**src/rtl/mc_ctrl.sv**
```systemverilog
// Multi-cycle MIPS-style main controller: state register, memory-wait timeout, decoded strobes.
// Optional JUMP_EN adds the JUMP state for opcode 6'h02; otherwise that opcode is illegal.
module mc_ctrl #(
  parameter int unsigned MEM_TIMEOUT = 16
) (
  input  logic       clk,
  input  logic       rst,
  input  logic [5:0] Op,
  input  logic       mem_ready,
  output logic       PCWrite,
  output logic       PCWriteCond,
  output logic       IorD,
  output logic       MemRead,
  output logic       MemWrite,
  output logic       IRWrite,
  output logic       MemtoReg,
  output logic       RegDst,
  output logic       RegWrite,
  output logic       ALUSrcA,
  output logic [1:0] ALUSrcB,
  output logic [1:0] PCSource,
  output logic [1:0] ALUOp,
  output logic       illegal,
  output logic       timeout,
  output logic [3:0] state
);

  localparam logic [5:0] OpRtype = 6'h00;
  localparam logic [5:0] OpLw    = 6'h23;
  localparam logic [5:0] OpSw    = 6'h2b;
  localparam logic [5:0] OpBeq   = 6'h04;
`ifdef JUMP_EN
  localparam logic [5:0] OpJ     = 6'h02;
`endif

  localparam logic [7:0] WaitLast = 8'(MEM_TIMEOUT - 1);

  typedef enum logic [3:0] {
    StFetch  = 4'd0,
    StDecode = 4'd1,
    StMemAdr = 4'd2,
    StMemRd  = 4'd3,
    StMemWb  = 4'd4,
    StMemWr  = 4'd5,
    StExec   = 4'd6,
    StRwb    = 4'd7,
    StBranch = 4'd8
`ifdef JUMP_EN
    , StJump = 4'd9
`endif
  } state_e;

  typedef struct packed {
    logic       pc_write;
    logic       pc_write_cond;
    logic       iord;
    logic       mem_read;
    logic       mem_write;
    logic       ir_write;
    logic       mem_to_reg;
    logic       reg_dst;
    logic       reg_write;
    logic       alu_src_a;
    logic [1:0] alu_src_b;
    logic [1:0] pc_source;
    logic [1:0] alu_op;
    logic       illegal;
    logic       timeout;
  } ctrl_t;

  state_e     state_q, state_d;
  logic [7:0] cnt_q, cnt_d;
  ctrl_t      ctrl;
  logic       expired;
  logic       waiting;
  logic       abort;

  always_comb begin
    ctrl    = '0;
    state_d = state_q;
    waiting = 1'b0;
    abort   = 1'b0;
    expired = !mem_ready && (cnt_q == WaitLast);

    case (state_q)
      StFetch: begin
        waiting        = 1'b1;
        ctrl.mem_read  = 1'b1;
        ctrl.alu_src_b = 2'b01;
        if (mem_ready) begin
          ctrl.ir_write = 1'b1;
          ctrl.pc_write = 1'b1;
          state_d       = StDecode;
        end else if (expired) begin
          abort   = 1'b1;
          state_d = StFetch;
        end
      end
      StDecode: begin
        ctrl.alu_src_b = 2'b11;
        case (Op)
          OpRtype:     state_d = StExec;
          OpLw, OpSw:  state_d = StMemAdr;
          OpBeq:       state_d = StBranch;
`ifdef JUMP_EN
          OpJ:         state_d = StJump;
`endif
          default: begin
            ctrl.illegal = 1'b1;
            state_d      = StFetch;
          end
        endcase
      end
      StMemAdr: begin
        ctrl.alu_src_a = 1'b1;
        ctrl.alu_src_b = 2'b10;
        // Op is looked at live here; anything but a load/store abandons the instruction.
        if (Op == OpLw)      state_d = StMemRd;
        else if (Op == OpSw) state_d = StMemWr;
        else                 state_d = StFetch;
      end
      StMemRd: begin
        waiting       = 1'b1;
        ctrl.iord     = 1'b1;
        ctrl.mem_read = 1'b1;
        if (mem_ready) begin
          state_d = StMemWb;
        end else if (expired) begin
          abort   = 1'b1;
          state_d = StFetch;
        end
      end
      StMemWb: begin
        ctrl.mem_to_reg = 1'b1;
        ctrl.reg_write  = 1'b1;
        state_d         = StFetch;
      end
      StMemWr: begin
        waiting        = 1'b1;
        ctrl.iord      = 1'b1;
        ctrl.mem_write = !expired;
        if (mem_ready) begin
          state_d = StFetch;
        end else if (expired) begin
          abort   = 1'b1;
          state_d = StFetch;
        end
      end
      StExec: begin
        ctrl.alu_src_a = 1'b1;
        ctrl.alu_op    = 2'b10;
        state_d        = StRwb;
      end
      StRwb: begin
        ctrl.reg_dst   = 1'b1;
        ctrl.reg_write = 1'b1;
        state_d        = StFetch;
      end
      StBranch: begin
        ctrl.alu_src_a     = 1'b1;
        ctrl.alu_op        = 2'b01;
        ctrl.pc_write_cond = 1'b1;
        ctrl.pc_source     = 2'b01;
        state_d            = StFetch;
      end
`ifdef JUMP_EN
      StJump: begin
        ctrl.pc_write  = 1'b1;
        ctrl.pc_source = 2'b10;
        state_d        = StFetch;
      end
`endif
      default: state_d = StFetch;
    endcase

    ctrl.timeout = abort;
    if (rst) ctrl = '0;

    // A timeout restarts the wait even though FETCH may be re-entered from FETCH.
    if (state_d != state_q || abort) cnt_d = '0;
    else if (waiting && !mem_ready)  cnt_d = cnt_q + 8'd1;
    else                             cnt_d = cnt_q;
  end

  always_ff @(posedge clk) begin
    if (rst) begin
      state_q <= StFetch;
      cnt_q   <= '0;
    end else begin
      state_q <= state_d;
      cnt_q   <= cnt_d;
    end
  end

  assign PCWrite     = ctrl.pc_write;
  assign PCWriteCond = ctrl.pc_write_cond;
  assign IorD        = ctrl.iord;
  assign MemRead     = ctrl.mem_read;
  assign MemWrite    = ctrl.mem_write;
  assign IRWrite     = ctrl.ir_write;
  assign MemtoReg    = ctrl.mem_to_reg;
  assign RegDst      = ctrl.reg_dst;
  assign RegWrite    = ctrl.reg_write;
  assign ALUSrcA     = ctrl.alu_src_a;
  assign ALUSrcB     = ctrl.alu_src_b;
  assign PCSource    = ctrl.pc_source;
  assign ALUOp       = ctrl.alu_op;
  assign illegal     = ctrl.illegal;
  assign timeout     = ctrl.timeout;
  assign state       = state_q;

endmodule

```
**config.mk**
```make
export PLATFORM = sky130hd
export DESIGN_NAME = mc_ctrl
export DESIGN_NICKNAME = d
export VERILOG_FILES = /design/src/rtl/mc_ctrl.sv
export SDC_FILE = /design/constraint.sdc
export NUM_CORES = 1
export LEC_CHECK = 0
export ABC_CLOCK_PERIOD_IN_PS = 2100
export CORE_UTILIZATION = 38
export CTS_CLUSTER_DIAMETER = 40
export CTS_CLUSTER_SIZE = 20
export DETAILED_ROUTE_END_ITERATION = 7
export GPL_TIMING_DRIVEN = 0
export PLACE_DENSITY_LB_ADDON = 0.25
export SLEW_MARGIN = 20
export SYNTH_ARGS = -nofsm -noshare
export SYNTH_HDL_FRONTEND = slang
export SYNTH_SLANG_ARGS = --single-unit
```
**constraint.sdc**
```tcl
create_clock -name clk -period 2.1 [get_ports clk]
set_input_delay 0.42 -clock clk [delete_from_list [all_inputs] [get_ports clk]]
set_output_delay 0.42 -clock clk [all_outputs]
set_load 0.005 [all_outputs]
```
# Word-level counts from Yosys, hierarchy flattened
# Cells that the tools add are included.
[totals]
wordCells = 59
latch_bits = 0
memories = 0
input_bits = 9
regBits = 12
mem_bits_rw = 0
output_inout_bits = 22
mem_bits_ro = 0
[op_classes]
magnitude_cmp = 0
n_div = 0
n_mul = 0
n_eq_ne = 13
n_reduce_logical = 15
addsub = 1
n_bitwise = 0
n_mux = 28
shift = 0
[op_table]
columns = ["cell", "count"]
rows = [
  ["4-bit case mux with 6 select lines", 1],
  ["4-bit two-way mux", 5],
  ["18-bit two-way mux", 1],
  ["1-bit two-way mux", 17],
  ["4-bit by 3-bit equality test with 1-bit output, second input constant", 4],
  ["6-bit equality test, second input constant", 2],
  ["4-bit case mux with 3 select lines", 1],
  ["2-bit OR reduction", 5],
  ["8-bit by 1-bit adder with 8-bit output, second input constant", 1],
  ["4-bit by 2-bit equality test with 1-bit output, second input constant", 2],
  ["8-bit by 4-bit equality test with 1-bit output, second input constant", 1],
  ["6-bit by 3-bit equality test with 1-bit output, second input constant", 1],
  ["6-bit zero test", 1],
  ["2-bit case mux with 3 select lines", 1],
  ["3-bit OR reduction", 2],
  ["4-bit by 1-bit equality test with 1-bit output, second input constant", 1],
  ["4-bit equality test, second input constant", 1],
  ["4-bit zero test", 1],
  ["4-bit inequality test", 1],
  ["2-bit case mux with 2 select lines", 1],
  ["4-bit OR reduction", 1],
  ["3-bit two-way mux", 1],
  ["1-bit logical AND", 2],
  ["1-bit zero test", 2],
  ["1-bit logical OR", 1],
]

# Longest topological paths before layout
# Gate-level depths: netlist of run 1.
[logic_depth]
depth_word = 8
mapped_depth = 7
mapped_depth_nobuf = 6

# Worst setup path after synthesis of run 1
# Ideal clock, no wire load.
[synth_timing]
kind = "register -> output"
startpoint = "register state_q[3], in the netlist state[3]"
endpoint = "output PCWrite"
stages_incl_launch_ff = 6
required_time_ps = 1680
path_slack_ps = 42
arrival_ps = 1638
n_path_buf = 3
cell_sequence = "dfxtp_1 -> buf_4 -> clkbuf_1 -> or3_1 -> nor4b_1 -> buf_4"
[synth_via]
elab_chain_len = 3
[synth_rtl]
columns = ["element", "line", "rtl"]
rows = [
  ["from (decl)", "71", "state_e state_q, state_d;"],
  ["from (signal assigned)", "187", "state_q <= StFetch;"],
  ["from (signal assigned)", "190", "state_q <= state_d;"],
  ["4-bit zero test", "85", "case (state_q)"],
  ["1-bit two-way mux", "85", ""],
  ["18-bit two-way mux", "177", "if (rst) ctrl = '0;"],
  ["to (decl)", "10", "output logic PCWrite,"],
]
# Every way passes these cells.

# Final worst setup path of run 1
# Same ends and word-level chain as after synthesis.

==> metrics.txt, run 1 <==
status=finished, violations left; failing checks=setup timing; LEAKAGE=roughly 0.67 nW; Synth Warn #=0; IO Pins=31; TritonCTS Buffers=3; Core Area=approximately 0.0025 mm2; CTS tree=yes; Gate Count Post-Synth=between 100 and 150; ANT nets after route=0; WP data required=1.68 ns; top cell type by total area after synthesis=dfxtp_1; vias in the first global route=1174; Worst-Skew Late Latency=roughly 0.28 ns; placed inst area=0.001361 mm2; most frequent cells in the layout=23 x buf_4, 16 x nor2_1, 14 x dlygate4sd2_1; Final Hold Slack=0.5795 ns; Final setup violation count=2; root buffer cell=clkbuf_4; slowest stage cell, crit path=or3_4; syn avg cell area=between 7 and 8 um2; post-route cell area=approximately 0.0017 mm2; Critical Path, Cell by Cell=buf_8 -> or3_4 -> nor4b_4 -> buf_4 -> buf_6; drt pass-1 iters=4; Total Power Consumption=0.5006 mW; grt ovf=0; H-tree Lvls=1; Die X=54.15 um; die area=0.002932 mm2; CP peak stage delay=0.42 ns; Final period util=101.9%; Antenna Cells=0; final WL=3513 um; clock skew=0.007464 ns; Seq/Total Area, Yosys=between 20% and 30%; Non-Filler Instances=approximately 220; P per Cell Area=295.5 mW/mm2; #FFs+latches synth=12; placed insts=195; GRT Util Overall=between 20% and 30%; Place WS=-0.9038 ns; achievable frequency=467.4 MHz; VDD IR max=between 0.4 and 0.5 mV; Port Buf Inserts=29; crit path DAT=1.72 ns; Placer Congestion=~0.94; Startpoint Class=flip-flop; commonest non-fill, non-tap cell in the layout=buf_4; largest net degree at the start of global routing=11; DRC violations left=0; PnR worst setup slack=-0.03937 ns; mean number of vias per cell=5.926; WL/cell=16.19 um; Via Count=about 1300; area share of the largest cell type after synthesis=23.24%; worst-path fanout max=4; Initial Util=40.97%; CTS Hold Bufs=0; clock-pin slew on the worst setup and hold paths=0.07 ns; fraction of layout instances using a drive strength above 1=40.64%; crit path kind=flip-flop to output port; clk buf depth=2; hpwl dp=2196 um; Setup Total Neg Slack=-0.04532 ns; Final Core Density=67.16%; FP Rows=18; Sink Count=12; mapped cell area=0.001033 mm2; Pins Over Slew Limit=0; Synth area leaders=dfxtp_1 23%, nor4_1 6.7%, nor2_1 6.2%; Area Growth Syn to Fin=63.92%; first-pass GRT wire length=5561 um; RSZ-0062 raised after global routing=true; crit path capture type=output port; Mapped Nets=146; Final nets=between 150 and 200; Die Span Y=54.15 um; Max-Cap Viols=0; Initial DRC Count=41; antenna violations before repair=0; synth unique cells=44; final count of hold timing violations=0; HP Class=flip-flop to flip-flop; Tmin final=2.139 ns
-- report_power, final --
part	total (mW)	switching, mW	internal, mW	leakage [nW]
clock network	0.147	0.0806	0.0664	0.0138
logic	0.123	0.0662	0.0571	0.551
registers	0.230	0.00433	0.226	0.102
-- cells in the mapped netlist, drive strengths merged --
cell type / instances
a21oi: 3
a22oi: 1
a31oi: 3
a41oi: 1
and3: 1
and4: 2
and4b: 1
buf: 6
clkbuf: 4
conb: 1
dfxtp: 12
ha: 1
inv: 2
mux2: 1
mux2i: 2
nand2: 10
nand2b: 5
nand3: 4
nand3b: 2
nand4: 2
nor2: 18
nor2b: 4
nor3: 11
nor4: 13
nor4b: 1
o21a: 1
o21ai: 6
o21ba: 1
o31ai: 1
o32a: 1
o41ai: 1
or2: 2
or3: 4
xnor2: 6
xor2: 2
-- flip-flops by register name, indices dropped and copies added, names as in the netlist --
name / cells
state: 4
cnt_q: 8
-- kinds of logic after synthesis --
kind of cell	count (synthesis)	synth area share (%)
other cells	1	0.3628
flops	12	23.24
xor+xnor	8	6.780
buf+inv	12	6.900
compound gates	19	13.44
simple gates	80	45.04
fa+ha+maj	1	1.210
mux	3	3.027
-- per-layer routing --
metal | vias to the layer above | routed length (um) | track usage [%]
li1 | 601 | - | -
met1 | 626 | 1567 | 34.17
met2 | 49 | 1694 | 40.85
met3 | 10 | 173 | 6.215
met4 | 0 | 77 | 9.829
met5 | - | 0 | 0
-- worst paths after layout --
path | from | to | slack (ns) | cells past startpoint
hold reg to reg | cnt_q[1]$_SDFFE_PP0P_ | cnt_q[1]$_SDFFE_PP0P_ | 0.58 | 2
setup / recovery | state[3]$_SDFF_PP0_ | PCWrite | -0.04 | 5
setup reg to reg | state[3]$_SDFF_PP0_ | cnt_q[0]$_SDFFE_PP0P_ | 0.07 | 8
hold / removal | cnt_q[1]$_SDFFE_PP0P_ | cnt_q[1]$_SDFFE_PP0P_ | 0.58 | 2
-- critical path, delay by kind of cell, from the launching register on --
kind	cells	cell delay, ns
buffers and inverters	3	0.35
flip-flops	1	0.36
AND/OR/NAND/NOR	2	0.73
-- cell type report --
class,count,area [um2]
Buffer,9,100.1
Clock buffer,3,22.52
Fill cell,227,828.3
Inverter,2,7.507
Multi-Input combinational cell,112,857.1
Sequential cell,12,260.3
Tap cell,30,37.54
Timing Repair Buffer,49,409.1
-- timing repair --
action	CTS	global route
endpoints found under the setup margin	23	16
resized for setup	76	20
setup buffers	13	7
pin swaps	6	3
Power figures use the tool's default switching activity.
==> run 2, diff against run 1 <==
SETUP_SLACK_MARGIN = 0.5   (was default)
==> run 2 against run 1 <==
Against the previous run:
- the run still ends with setup timing left
- sequential cell count is the same
- worst setup slack about the same
- first-iteration DRC count grew 51%
- wire length up 43%
- critical path depth up 1
- count of clock-buffer cells in the layout rose by 1
- cell count rose by 12%
==> metrics.txt, run 2 (synthesized netlist as in run 1, its figures left out) <==
Die Span Y=54.15 um (unchanged); HP Class=input pin to flip-flop; DRC violations left=0 (unchanged); WL/cell=20.72 um (+28%); crit path capture type=output port; WP data required=1.68 ns (about the same); switching power=0.1982 mW (+31%); commonest non-fill, non-tap cell in the layout=buf_4; Startpoint Class=flip-flop; most frequent cells in the layout=24 x buf_4, 23 x buf_6, 15 x buf_2, 9 x nor2_1, 9 x dlygate4sd2_1; switching share of power=31.71% (+1.5 points); Final period util=101.9% (about the same); final count of hold timing violations=0 (unchanged); Crit. Startpoint=state[3]$_SDFF_PP0_; RSZ-0062 raised after global routing=true; worst-path fanout max=4 (unchanged); achievable frequency=467.3 MHz (about the same); VDD IR max=0.3945 mV (-12%); FP Rows=18 (unchanged); Antenna Cells=0 (unchanged); Worst-Skew Late Latency=0.29 ns (about the same); clk buf depth=2 (unchanged); Seq pwr share=36.8% (-9.2 points); multi-input logic area=0.001059 mm2 (+24%); fill count=119 (-48%); Core Area=0.002522 mm2 (unchanged); Tmin final=2.140 ns (+0.0004834 ns); Sequential cell area=262.8 um2 (+0.96%); status=finished, violations left; r2r startpoint=state[3]$_SDFF_PP0_; max FFs per register=8 (unchanged); Initial Util=40.97% (unchanged); grt ovf=0 (unchanged); Area Growth Syn to Fin=110.7%; Power Internal=0.4270 mW (+22%); CTS tree=yes; die area=0.002932 mm2 (unchanged); Place WS=-0.7825 ns (+0.1213 ns); Port Buf Inserts=29 (unchanged); Placer Congestion=0.8938 (-4.8%); GRT Util Overall=31.50% (+5.4 points); CTS Hold Bufs=0 (unchanged); placed insts=195 (unchanged); Max-Cap Viols=0 (unchanged); P per Cell Area=287.2 mW/mm2 (-2.8%); PnR worst setup slack=-0.03986 ns (-0.0004834 ns); vias in the first global route=1327 (+13%); Sink Count=12 (unchanged); Via Count=1478 (+15%); clock-pin slew on the worst setup and hold paths=0.08 ns (about the same); TritonCTS Buffers=3 (unchanged); clock network power share=31.7% (+2.3 points); root buffer cell=clkbuf_4; failing checks=setup timing; Non-Filler Instances=243 (+12%); ANT nets after route=0 (unchanged); hold_sp=Op[4]; hpwl dp=2122 um (-3.4%); Final nets=224 (+13%); Die X=54.15 um (unchanged); mean number of vias per cell=6.082 (+2.6%); antenna violations before repair=0 (unchanged); IO Pins=31 (unchanged); first-pass GRT wire length=6451 um (+16%); crit path DAT=1.72 ns (about the same); Pins Over Slew Limit=0 (unchanged); crit path kind=flip-flop to output port; Top reg by flops=cnt_q; drt pass-1 iters=5 (+1); combinational power share=31.5% (+6.9 points); clock skew=0.004644 ns (-0.002820 ns); LEAKAGE=0.8626 nW (+29%); H-tree Lvls=1 (unchanged); Initial DRC Count=62 (+51%); largest net degree at the start of global routing=11 (unchanged); final WL=5036 um (+43%); Final setup violation count=2 (unchanged); fraction of layout instances using a drive strength above 1=64.79% (+24 points)
==> run 2: cell types whose count changed in the layout (fill, tap and decap cells not counted), sizes merged <==
cell / before / now
clkbuf: 5 / 6
clkdlybuf4s15: 3 / 1
clkdlybuf4s50: 7 / 1
buf: 32 / 69
dlygate4sd2: 14 / 9
dlymetal6s2s: 0 / 1
==> run 2: final timing paths <==
check                           depth (start not counted)                     to  slack [ns]
worst max register to register                         10  cnt_q[6]$_SDFFE_PP0P_        0.02
worst min register to register                          2  cnt_q[7]$_SDFFE_PP0P_        0.56
worst max-delay path                                    6                PCWrite       -0.04
worst min-delay path                                    3    state[3]$_SDFF_PP0_        0.56
==> run 2: critical path, stage by stage, from the launching register on <==
cell and delay [ns]:
dfxtp_2 0.33, buf_6 0.12, buf_8 0.11, or3_4 0.39, nor4b_4 0.25, buf_4 0.15
buf_6 0.08
==> run 2: cell type report <==
type / instances / area share, %
plain buffers: 10 / 5.230
well taps: 30 / 1.724
multi-input cells: 112 / 48.62
inverters: 2 / 0.3448
repair buffers: 73 / 30.34
flip-flops and latches: 12 / 12.07
clock buffers: 4 / 1.667
==> run 2: through the flow <==
step	utilization, %	hold WS (ns)	instance area (um2)	setup TNS [ns]	power [mW]
floorplan	-	0.5286	1119	0	0.3032
global placement	57.34	0.5484	1446	-8.473	0.3513
detailed placement	57.34	0.5576	1446	-9.041	0.3531
CTS	76.59	0.5511	1932	-0.05048	0.5801
global route	86.31	0.5836	2177	-0.6026	0.6416
finish	86.31	0.5552	2177	-0.06816	0.6252
==> run 2: layer usage <==
layer / vias up / GRT usage (%) / routed length [um]
li1: 653 / - / -
met5: - / 0 / 0
met1: 694 / 39.09 / 1954
met4: 0 / 20.94 / 263
met2: 102 / 48.98 / 2433
met3: 29 / 5.650 / 385
==> run 2: power by group through the flow <==
stage	combinational, mW	sequential (mW)	clock, mW
after global routing	0.205	0.231	0.206
after floorplan	0.0636	0.240	0
after CTS	0.156	0.231	0.193
after global placement	0.111	0.240	0
final	0.197	0.230	0.198
after detailed placement	0.113	0.240	0
==> run 2: what timing repair did <==
action	4_1_cts	5_1_grt
pin swaps	25	16
gates resized for setup	151	31
gates cloned	0	0
setup buffers	32	12
endpoints found under the setup margin	31	28
==> run 3, diff against run 2 <==
PLACE_DENSITY = 0.78   (was default)
PLACE_DENSITY_LB_ADDON = default   (was 0.25)
SETUP_SLACK_MARGIN = 0.2   (was 0.5)
==> run 3 against run 2 <==
Against the previous run:
- the flow still finishes with violations (setup timing)
- first-iteration DRC count decreased by 39%
- clock skew increased by 0.0018 ns
- global-route usage decreased by 4.6 points
- critical path type is now input pin to flip-flop
- largest cell class unchanged
- largest power group unchanged
==> metrics.txt, run 3 (synthesized netlist as in run 1, its figures left out) <==
Min-Delay Path Depth=2 (-1); Core Area=0.002522 mm2 (unchanged); CTS tree=yes; WL/cell=17.88 um (-14%); hpwl dp=2089 um (-1.6%); LEAKAGE=0.7664 nW (-11%); Pins Over Slew Limit=0 (unchanged); GRT Util Overall=26.91% (-4.6 points); Final Core Density=78.13% (-8.2 points); antenna violations before repair=0 (unchanged); CP Buf/Inv Count=2 (-2); VDD IR max=0.2947 mV (-25%); Top reg by flops=cnt_q; grt ovf=0 (unchanged); Startpoint Class=input pin; Die Span Y=54.15 um (unchanged); Final nets=211 (-5.8%); fraction of layout instances using a drive strength above 1=59.50% (-5.3 points); root buffer cell=clkbuf_4; Setup Total Neg Slack=-0.1145 ns (-0.04638 ns); clk buf depth=2 (unchanged); multi-input logic area=0.001025 mm2 (-3.2%); clock network power share=32.5% (+0.8 points); switching power=0.1799 mW (-9.3%); Seq pwr share=39.5% (+2.7 points); HP Class=input pin to flip-flop; Die X=54.15 um (unchanged); Worst-Skew Late Latency=0.28 ns (about the same); worst-path fanout max=8 (+4); CP Depth=7 (+1); Sink Count=12 (unchanged); Crit path max-delay family=buffers and inverters; first-pass GRT wire length=5671 um (-12%); clock-pin slew on the worst setup and hold paths=0.09 ns (about the same); clock skew=0.006433 ns (+0.001790 ns); Sequential cell area=252.7 um2 (-3.8%); Initial Util=40.97% (unchanged); combinational power share=28.1% (-3.4 points); P per Cell Area=300.3 mW/mm2 (+4.6%); Tmin final=2.119 ns (-0.02043 ns); most frequent cells in the layout=23 x buf_4, 15 x buf_6, 12 x nor2_1, 10 x buf_2; Antenna Cells=0 (unchanged); PnR worst setup slack=-0.01942 ns (+0.02043 ns); TritonCTS Buffers=3 (unchanged); slowest stage cell, crit path=clkdlybuf4s50_1; Power Internal=0.4118 mW (-3.6%); final count of hold timing violations=0 (unchanged); drt pass-1 iters=4 (-1); die area=0.002932 mm2 (unchanged); CP peak stage delay=0.44 ns (+0.05 ns); ANT nets after route=0 (unchanged); crit path DAT=2.27 ns (+0.55 ns); Via Count=1382 (-6.5%); placed inst area=0.001383 mm2 (-4.4%); vias in the first global route=1260 (-5.0%); RSZ-0062 raised after global routing=true; switching share of power=30.40% (-1.3 points); crit path capture type=flip-flop; Total Power Consumption=0.5917 mW (-5.4%); Critical Path, Cell by Cell=clkdlybuf4s50_1 -> or2_2 -> o21ai_0 -> nand3b_1 -> a21oi_2 -> buf_4 -> nor4_2; Final Hold Slack=0.5797 ns (+0.02450 ns); Max-Cap Viols=0 (unchanged); status=finished, violations left; failing checks=setup timing; H-tree Lvls=1 (unchanged); FP Rows=18 (unchanged); crit path kind=input pin to flip-flop; Placer Congestion=0.8871 (-0.75%); R2R cell count=9 (-1); Port Buf Inserts=29 (unchanged); Final setup violation count=10 (+8); achievable frequency=471.8 MHz (+0.96%); WP data required=2.25 ns (+0.57 ns); Area Growth Syn to Fin=90.68%; CTS Hold Bufs=0 (unchanged); final WL=4113 um (-18%); largest net degree at the start of global routing=11 (unchanged); fill count=162 (+36%); max FFs per register=8 (unchanged); IO Pins=31 (unchanged); post-route cell area=0.001971 mm2 (-9.5%); mean number of vias per cell=6.009 (-1.2%); Final period util=100.9% (-0.97 points); DRC violations left=0 (unchanged); Initial DRC Count=38 (-39%); commonest non-fill, non-tap cell in the layout=buf_4
-- run 3: final cells by class --
type	count	share of cell area, %
Buffer	10	6.032
Clock buffer	4	1.841
Inverter	2	0.3810
Multi-Input combinational cell	112	52.00
Sequential cell	12	12.83
Tap cell	30	1.905
Timing Repair Buffer	60	25.02
-- run 3: path summary, 6_finish.rpt --
| path | from | slack (ns) | endpoint |
|---|---|---|---|
| max | Op[4] | -0.02 | cnt_q[6]$_SDFFE_PP0P_ |
| min | Op[2] | 0.58 | state[3]$_SDFF_PP0_ |
| max reg2reg | state[3]$_SDFF_PP0_ | 0.09 | cnt_q[0]$_SDFFE_PP0P_ |
| min reg2reg | cnt_q[6]$_SDFFE_PP0P_ | 0.60 | cnt_q[6]$_SDFFE_PP0P_ |
-- run 3: through the flow --
stage | setup slack, ns | cells
2_1_floorplan | 0.2113 | 136
3_3_place_gp | -0.7219 | 195
3_5_place_dp | -0.7335 | 195
4_1_cts | -0.03684 | 226
5_1_grt | -0.1061 | 230
6_report | -0.01942 | 230
-- run 3: metal layers --
metal | vias to the layer above | track usage [%] | share of wire [%]
met1 | 654 | 29.33 | 37
met3 | 28 | 4.520 | 6.3
met2 | 78 | 50.00 | 52
met5 | - | 0 | 0
met4 | 0 | 11.54 | 4.1
li1 | 622 | - | -
-- run 3: power by group through the flow --
stage | registers [mW] | clock network, mW | logic (mW)
after floorplan | 0.239 | 0 | 0.0603
after global placement | 0.239 | 0 | 0.106
after global routing | 0.234 | 0.206 | 0.175
after CTS | 0.233 | 0.190 | 0.141
after detailed placement | 0.239 | 0 | 0.108
final | 0.233 | 0.192 | 0.166
-- run 3: timing repair --
item                                    CTS  global route
pin swaps                                26            11
hold endpoints to repair                  0             0
buffers inserted                         27             4
endpoints found under the setup margin   26            26
resized for setup                       122            41
